**src/rtl/cpu_pkg.sv**
```systemverilog
// Shared constants for the LEGv8 pipeline: widths, reset PC and the bubble encoding.
package cpu_pkg;

    localparam int          ADDR_W    = 64;
    localparam int          INSTR_W   = 32;
    localparam logic [31:0] NOP_INSTR = 32'h0;
    localparam logic [63:0] RESET_PC  = 64'h0;

endpackage : cpu_pkg

```
**src/rtl/branch_target.sv**
```systemverilog
// PC-relative target generator: pc + (sign-extended word offset << 2).
module branch_target #(
    parameter int ADDR_W = cpu_pkg::ADDR_W
) (
    input  logic [ADDR_W-1:0] pc_id,
    input  logic [18:0]       Imm19,
    input  logic [25:0]       Imm26,
    input  logic              UncondBr,
    output logic [ADDR_W-1:0] br_target
);

    logic [ADDR_W-1:0] off;

    // Select the offset field, sign-extend it, scale words to bytes and add (wraps modulo 2^ADDR_W).
    always_comb begin
        if (UncondBr) begin
            off = {{(ADDR_W-26){Imm26[25]}}, Imm26};
        end else begin
            off = {{(ADDR_W-19){Imm19[18]}}, Imm19};
        end
        br_target = pc_id + {off[ADDR_W-3:0], 2'b00};
    end

endmodule : branch_target

```
**src/rtl/fetch_stage.sv**
```systemverilog
// Instruction fetch: PC register, next-PC mux and the IF/ID pipeline register.
// One branch delay slot: the word fetched while a branch is in ID is never flushed.
module fetch_stage #(
    parameter int                        ADDR_W   = cpu_pkg::ADDR_W,
    parameter logic [cpu_pkg::ADDR_W-1:0] RESET_PC = cpu_pkg::RESET_PC
) (
    input  logic                        clk,
    input  logic                        reset,
    input  logic                        stall,
    input  logic                        BrTaken,
    input  logic                        UncondBr,
    input  logic [25:0]                 Imm26,
    input  logic [18:0]                 Imm19,
    output logic [ADDR_W-1:0]           imem_addr,
    input  logic [cpu_pkg::INSTR_W-1:0] imem_instr,
    output logic [cpu_pkg::INSTR_W-1:0] instr_id,
    output logic [ADDR_W-1:0]           pc_id,
    output logic                        valid_id
);

    import cpu_pkg::INSTR_W;
    import cpu_pkg::NOP_INSTR;

    logic [ADDR_W-1:0]  pc_if_q,    pc_if_d;
    logic [INSTR_W-1:0] instr_id_q, instr_id_d;
    logic [ADDR_W-1:0]  pc_id_q,    pc_id_d;
    logic               valid_id_q, valid_id_d;
    logic [ADDR_W-1:0]  br_target;
    logic [ADDR_W-1:0]  pc_next;

    branch_target #(
        .ADDR_W (ADDR_W)
    ) u_branch_target (
        .pc_id     (pc_id_q),
        .Imm19     (Imm19),
        .Imm26     (Imm26),
        .UncondBr  (UncondBr),
        .br_target (br_target)
    );

    // Next-PC select keyed only on BrTaken so unused immediates cannot leak in; stall freezes everything.
    always_comb begin
        if (BrTaken) begin
            pc_next = br_target;
        end else begin
            pc_next = pc_if_q + ADDR_W'(4);
        end

        pc_if_d    = pc_if_q;
        instr_id_d = instr_id_q;
        pc_id_d    = pc_id_q;
        valid_id_d = valid_id_q;
        if (!stall) begin
            pc_if_d    = pc_next;
            instr_id_d = imem_instr;
            pc_id_d    = pc_if_q;
            valid_id_d = 1'b1;
        end
    end

    // PC and IF/ID state; reset forces a bubble into ID and restarts fetch at RESET_PC.
    always_ff @(posedge clk or posedge reset) begin
        if (reset) begin
            pc_if_q    <= RESET_PC[ADDR_W-1:0];
            instr_id_q <= NOP_INSTR;
            pc_id_q    <= '0;
            valid_id_q <= 1'b0;
        end else begin
            pc_if_q    <= pc_if_d;
            instr_id_q <= instr_id_d;
            pc_id_q    <= pc_id_d;
            valid_id_q <= valid_id_d;
        end
    end

    assign imem_addr = pc_if_q;
    assign instr_id  = instr_id_q;
    assign pc_id     = pc_id_q;
    assign valid_id  = valid_id_q;

endmodule : fetch_stage

```
**config.mk**
```make
export PLATFORM = sky130hd
export DESIGN_NAME = fetch_stage
export DESIGN_NICKNAME = d
export VERILOG_FILES = /design/src/rtl/cpu_pkg.sv /design/src/rtl/branch_target.sv /design/src/rtl/fetch_stage.sv
export SDC_FILE = /design/constraint.sdc
export NUM_CORES = 1
export LEC_CHECK = 0
export ABC_CLOCK_PERIOD_IN_PS = 5900
export CORE_MARGIN = 10
export CORE_UTILIZATION = 28
export CTS_CLUSTER_SIZE = 10
export DETAILED_ROUTE_END_ITERATION = 8
export GPL_ROUTABILITY_DRIVEN = 0
export PLACE_DENSITY_LB_ADDON = 0.05
export SYNTH_ARGS = -nofsm -noshare
export SYNTH_HDL_FRONTEND = slang
export SYNTH_SLANG_ARGS = --single-unit
```
**constraint.sdc**
```tcl
create_clock -name clk -period 5.9 [get_ports clk]
set_clock_uncertainty 0.15 [all_clocks]
set_input_delay 0.59 -clock clk [delete_from_list [all_inputs] [get_ports clk]]
set_output_delay 0.59 -clock clk [all_outputs]
set_load 0.01 [all_outputs]
```
==> impl_metrics.toml <==
[run_status]
status = "finished, final reports clean"

[worst_setup_path]
crit_chain = "clkdlybuf4s50_1 -> buf_12 -> nand2b_1 -> nand2_1 -> ha_1 -> nand4_1 -> nor3_1 -> nand3b_1 -> o22ai_1 -> a211oi_1 -> buf_4 -> o31ai_1 -> o21ai_1 -> o41ai_1 -> a31oi_1 -> mux2i_1 -> a21bo_1"
critPathLaunchType = "input port"
r2r_start = "pc_id[2]$_DFFE_PP0N_"
path_delay_family = "compound AO/OA/AOI/OAI gates"
end_kind = "register"
required_ns = 6.10
crit_arrival_ns = 5.14
cp_max_fo = 22
path_class = "in2reg"
rrSetupSlack_ns = 1.77
startpoint = "UncondBr"
r2r_cells = 14
r2r_end = "imem_addr[62]$_DFFE_PP0N_"
cp_slowest_stage_delay_ns = 0.65
critPathBufInv = 3
cp_slowest_cell = "clkdlybuf4s50_1"

[floorplanning]
start_util_pct = 28.2
die_h_um = 222
fp.coreArea_um2 = 40600
die_area_um2 = 49500
pin_count = 243
die_w_um = 222
rows = 74

[drt]
drt_first_iter_violations = 730
drc = 0
wl_per_cell_um = 21.1
wl_um = 43200
drt_pass1_iterations = 5
vias_per_cell = 5.33
vias = 10900
postRouteAntennaNets = 0

[sta]
period_share_pct = 83.7
slew-limit-headroom_pct = 36.4
min_period_ns = 4.94
finalSetupViolCount = 0
setup_slack_ns = 0.964
grt_setup_unrepaired = "false"
worstMarginPinSlew_ns = 0.950
report.final.slew_viol_count = 0
hold_viol = 0
setup_tns_ns = 0
fmax_mhz = 203

[clock_network]
cts_buffer_depth = 2
hold_buffers = 0
post_cts_resize_count = 0
htree_levels = 4
cts_tree = "done"
cts_setup_buffers = 0
cts.clk_slew.worst_paths_ns = 0.08
numCtsBuffers = 17
cts-root-buf = "clkbuf_16"
clock_latency_ns = 0.46
clkSinkCount = 161

[placement]
place_area_um2 = 14500
dp_hpwl_um = 32600
port_buffers = 242
pre_cts_ws_ns = 0.585

[layout]
n_antenna_cell = 0
nets = 1653
multi_input_area_um2 = 7080
area_growth_syn_to_layout_pct = 31.3
nFillCells = 4197
design_area_um2 = 15100
ff_latch_area_um2 = 4030
drive_gt1_share_pct = 12.9

[logic_synthesis]
netlist_top_cells_count = "161 x dfrtp_1, 151 x a21oi_1, 114 x mux2_2, 112 x nand2_1, 106 x nor2_1"
ys_async_sr_fraction_pct = 100
yosys.area.top_type = "dfrtp_1"
synth_top_area_share_pct = 35.1
synth_edf_count = 0
synth_fp_nets = 1443
synth_area_per_cell_um2 = 8.84
synth-main-ff-cell = "dfrtp_1"
ys_warn_count = 0
synth.most_common_cell = "dfrtp_1"
netlist_area_um2 = 11500
synthDistinctLibCells = 80
syn_inst = 1298
yosysSeqAreaShare_pct = 35.1
synth_area_leaders = "dfrtp_1 35%, mux2_2 11%, ha_1 6.8%"
synth_seq_cells = 161

[global_route]
grt_max_degree = 90
use_met2_pct = 27.1
gr-total-overflow = 0
grt_pass1_wl_um = 67200
grtUsageTotal_pct = 17.0
busiest_layer = "met2"
grt_pass1_vias = 11100
grt_antenna_before_repair = 0
use_met1_pct = 21.7
grt_use_met3_pct = 5.55

[hold_path]
hold-path-cell-count = 1
hp-start = "valid_id$_DFFE_PP0N_"
hp-class = "reg2reg"
hold_path_end = "valid_id$_DFFE_PP0N_"

[power_and_ir_drop]
ir_worst_vdd_mv = 0.200
leakage_nw = 5.90
powerDensity_nw_per_um2 = 529

[job]
maxCapViolCount = 0
[metrics by stage]
step,utilization (%),power [mW],std cells,hold WS (ns)
2_1_floorplan,-,4.80,1298,0.354
3_3_place_gp,35.6,6.82,2021,0.303
3_5_place_dp,35.6,6.82,2021,0.309
4_1_cts,37.1,8.07,2053,0.336
5_1_grt,37.1,8.61,2053,0.364
6_report,37.1,7.97,2053,0.334
[how the worst max path moves through the flow]
stage                                 to  cells after the start  slack [ns]
6_report       imem_addr[62]$_DFFE_PP0N_                     17        0.96
4_1_cts        imem_addr[62]$_DFFE_PP0N_                     17        1.07
5_1_grt        imem_addr[58]$_DFFE_PP0N_                     17        0.57
3_5_place_dp   imem_addr[50]$_DFFE_PP0N_                     17        0.58
2_1_floorplan   imem_addr[0]$_DFFE_PP0P_                      1        0.81
3_3_place_gp   imem_addr[50]$_DFFE_PP0N_                     17        0.65
[per-layer routing]
layer,part of all wire (%),vias up,wire [µm]
met5,0,-,0
met4,1.2,0,531
met3,6.9,28,3000
met2,46,268,19900
met1,46,5398,19800
li1,-,5241,-
[sequential cells by signal, summed over array words and instances, names as in the netlist]
register / cells
instr_id: 32
valid_id: 1
imem_addr: 64
pc_id: 64
[logic make-up after synthesis]
logic type                 count (synthesis)  share of synthesized area, %
buffers and inverters                     96                          3.18
AOI/OAI and AO/OA                        412                          22.6
and+or+nand+nor                          396                          16.6
adders and majority gates                 63                          6.94
xor gates and xnor gates                  51                          3.89
muxes                                    119                          11.6
DFF                                      161                          35.1
[final cells by class]
| class | instances | share of cell area, % |
|---|---|---|
| Clock inverter | 12 | 0.963 |
| Tap cell | 532 | 4.42 |
| Timing Repair Buffer | 265 | 17.3 |
| Sequential cell | 161 | 26.7 |
| Multi-Input combinational cell | 1041 | 47.0 |
| Clock buffer | 20 | 3.03 |
| Inverter | 22 | 0.581 |
[power by group]
group	leakage, nW	switching, mW	internal [mW]
Combinational	3.76	2.41	2.20
Clock	0.289	0.533	0.656
Sequential	1.85	0.631	1.54
[cells in the final DEF, fill, tap and decap left out, types with 5 or more instances in the layout]
cell               n
o22ai_1            9
a21oi_1          151
inv_6              6
clkbuf_16         17
nor2_1           106
a211oi_1           5
or3_1              9
o21a_1            17
dfrtp_1          161
ha_1              62
o31ai_1            5
nor4_1            13
o21bai_1          15
o221ai_1           5
inv_1             20
xnor2_1           35
nand2_1          112
mux2_2           114
a22oi_1            7
xor2_1            16
a31oi_1           27
o21ai_0           79
nand4_1           28
mux2i_1            5
and3_1            16
a21o_1            27
nand3_1           41
buf_4             23
nand2b_1           7
nor3_1            30
o22a_1            20
clkdlybuf4s50_1  240
and2_1             7
No activity file was read; power rests on OpenSTA's default activity.
==> edit (same flow settings) <==
Make the reset (`reset`) synchronous in one clocked block.
--- a/src/rtl/fetch_stage.sv
+++ b/src/rtl/fetch_stage.sv
@@ -59,7 +59,7 @@
     end
 
     // PC and IF/ID state; reset forces a bubble into ID and restarts fetch at RESET_PC.
-    always_ff @(posedge clk or posedge reset) begin
+    always_ff @(posedge clk) begin
         if (reset) begin
             pc_if_q    <= RESET_PC[ADDR_W-1:0];
             instr_id_q <= NOP_INSTR;
Function: differs if reset is asserted again (counterexample within 4 cycles, from zero or initial values and one cycle with reset high); with reset held inactive, the same outputs for 4 cycles.
==> edit against the unedited design <==
  * Maximum frequency increased by 7.4%
  * Die area shrank 1.0%
  * Count of clock-buffer cells in the layout is 1 higher
  * Cell count up 6.9%
  * Area after synthesis is 1.1% lower
  * Sequential cell count is the same
  * Register-to-register slack improved by 0.20 ns
  * Worst hold slack lost 0.011 ns
  * Setup slack improved by 0.34 ns
  * Wire length rose by 5.0%
  * Design area decreased by 2.3%
  * Critical path depth decreased by 2
  * Critical path type unchanged
  * Critical endpoint is now imem_addr[60]$_SDFFE_PP0N_
  * Largest cell class unchanged
  * Highest routed layer unchanged
Power is not compared: it rests on default switching activity, and its combinational part moved more than twofold at a synthesized area within 25%.
==> edit: results (changes against the unedited design) <==
Status
  • Outcome: completed

Placed design
  • Cell Count Post-Placement: 2162 (+7.0%)
  • DPL Wire Length: 33900 um (+3.8%)
  • Worst slack, placed: 0.779 ns (+0.194 ns)

Timing
  • Slew margin rel.: 30.8% (-5.6 points)
  • Tmin final: 4.59 ns (-0.342 ns)

Finish
  • Fill cells: 4149 (-1.1%)
  • Util after Layout: 36.9% (-0.19 points)
  • Layout cells sized above 1: 6.23% (-6.7 points)

Global route
  • Via count of the first global-routing pass: 11.6k (+4.5%)
  • Largest net degree at the start of global routing: 85 (-5.6%)
  • Met2 Use GR: 27.2% (about the same)
  • GR Util met1: 24.3% (+2.6 points)
  • Met3 GRT Util: 5.11% (-0.44 points)
  • GRT Total Usage: 17.8% (+0.88 points)

Logic synthesis
  • Ys flop type: dfxtp_1
  • Average cell area after synthesis: 7.70 sq um (-13%)
  • Synthesized Nets: 1617 (+12%)
  • Post-synthesis mux area share: 11.1% (-0.55 points)
  • Synth Area in Compound Gates: 23.4% (+0.79 points)
  • Area share of xor/xnor cells in the synthesized design: 3.48% (-0.42 points)
  • Yosys cell types: 75 (-6.3%)
  • Top post-synthesis cells by count: nor2_1, dfxtp_1, a21oi_1

Worst setup path
  • Worst Setup EP: imem_addr[60]$_SDFFE_PP0N_
  • R2r worst-path depth: 9 (-5)
  • Critical Path AT: 4.80 ns (-0.34 ns)
  • FF-to-FF Start: imem_addr[2]$_SDFFE_PP0N_
  • Reg-to-reg slack, setup: 1.97 ns (+0.20 ns)
  • Crit path max fanout: 35 (+59%)
  • Delay of the slowest cell on the worst path: 0.54 ns (-0.11 ns)

Min path
  • Hold_sp: pc_id[1]$_SDFFE_PP0N_
  • Hold depth: 2 (+1)
  • Worst hold endpoint: imem_addr[1]$_SDFFE_PP0P_

Routing
  • Initial drt markers: 814 (+12%)
  • Vias/cell: 5.33 (about the same)
  • Met3 wire length: 3340 um (+11%)
  • Wirelength, routed: 45400 um (+5.0%)
==> edit: cell count changes after synthesis, moves of 10 or more <==
| cell | unedited run | this run |
|---|---|---|
| buf_1 | 9 | 23 |
| dfrtp_1 | 161 | 0 |
| a21o_1 | 27 | 41 |
| mux2i_1 | 5 | 103 |
| o221a_2 | 1 | 11 |
| o22a_1 | 20 | 0 |
| nor2_1 | 106 | 233 |
| mux2_2 | 114 | 20 |
| dfxtp_1 | 0 | 161 |
==> edit: cell type report <==
| type | count | share of cell area (%) |
|---|---|---|
| inverters | 25 | 0.638 |
| repair buffers | 256 | 17.2 |
| multi-input cells | 1195 | 52.1 |
| clock inverters | 11 | 0.544 |
| well taps | 525 | 4.46 |
| clock buffers | 21 | 3.20 |
| flip-flops and latches | 161 | 21.9 |
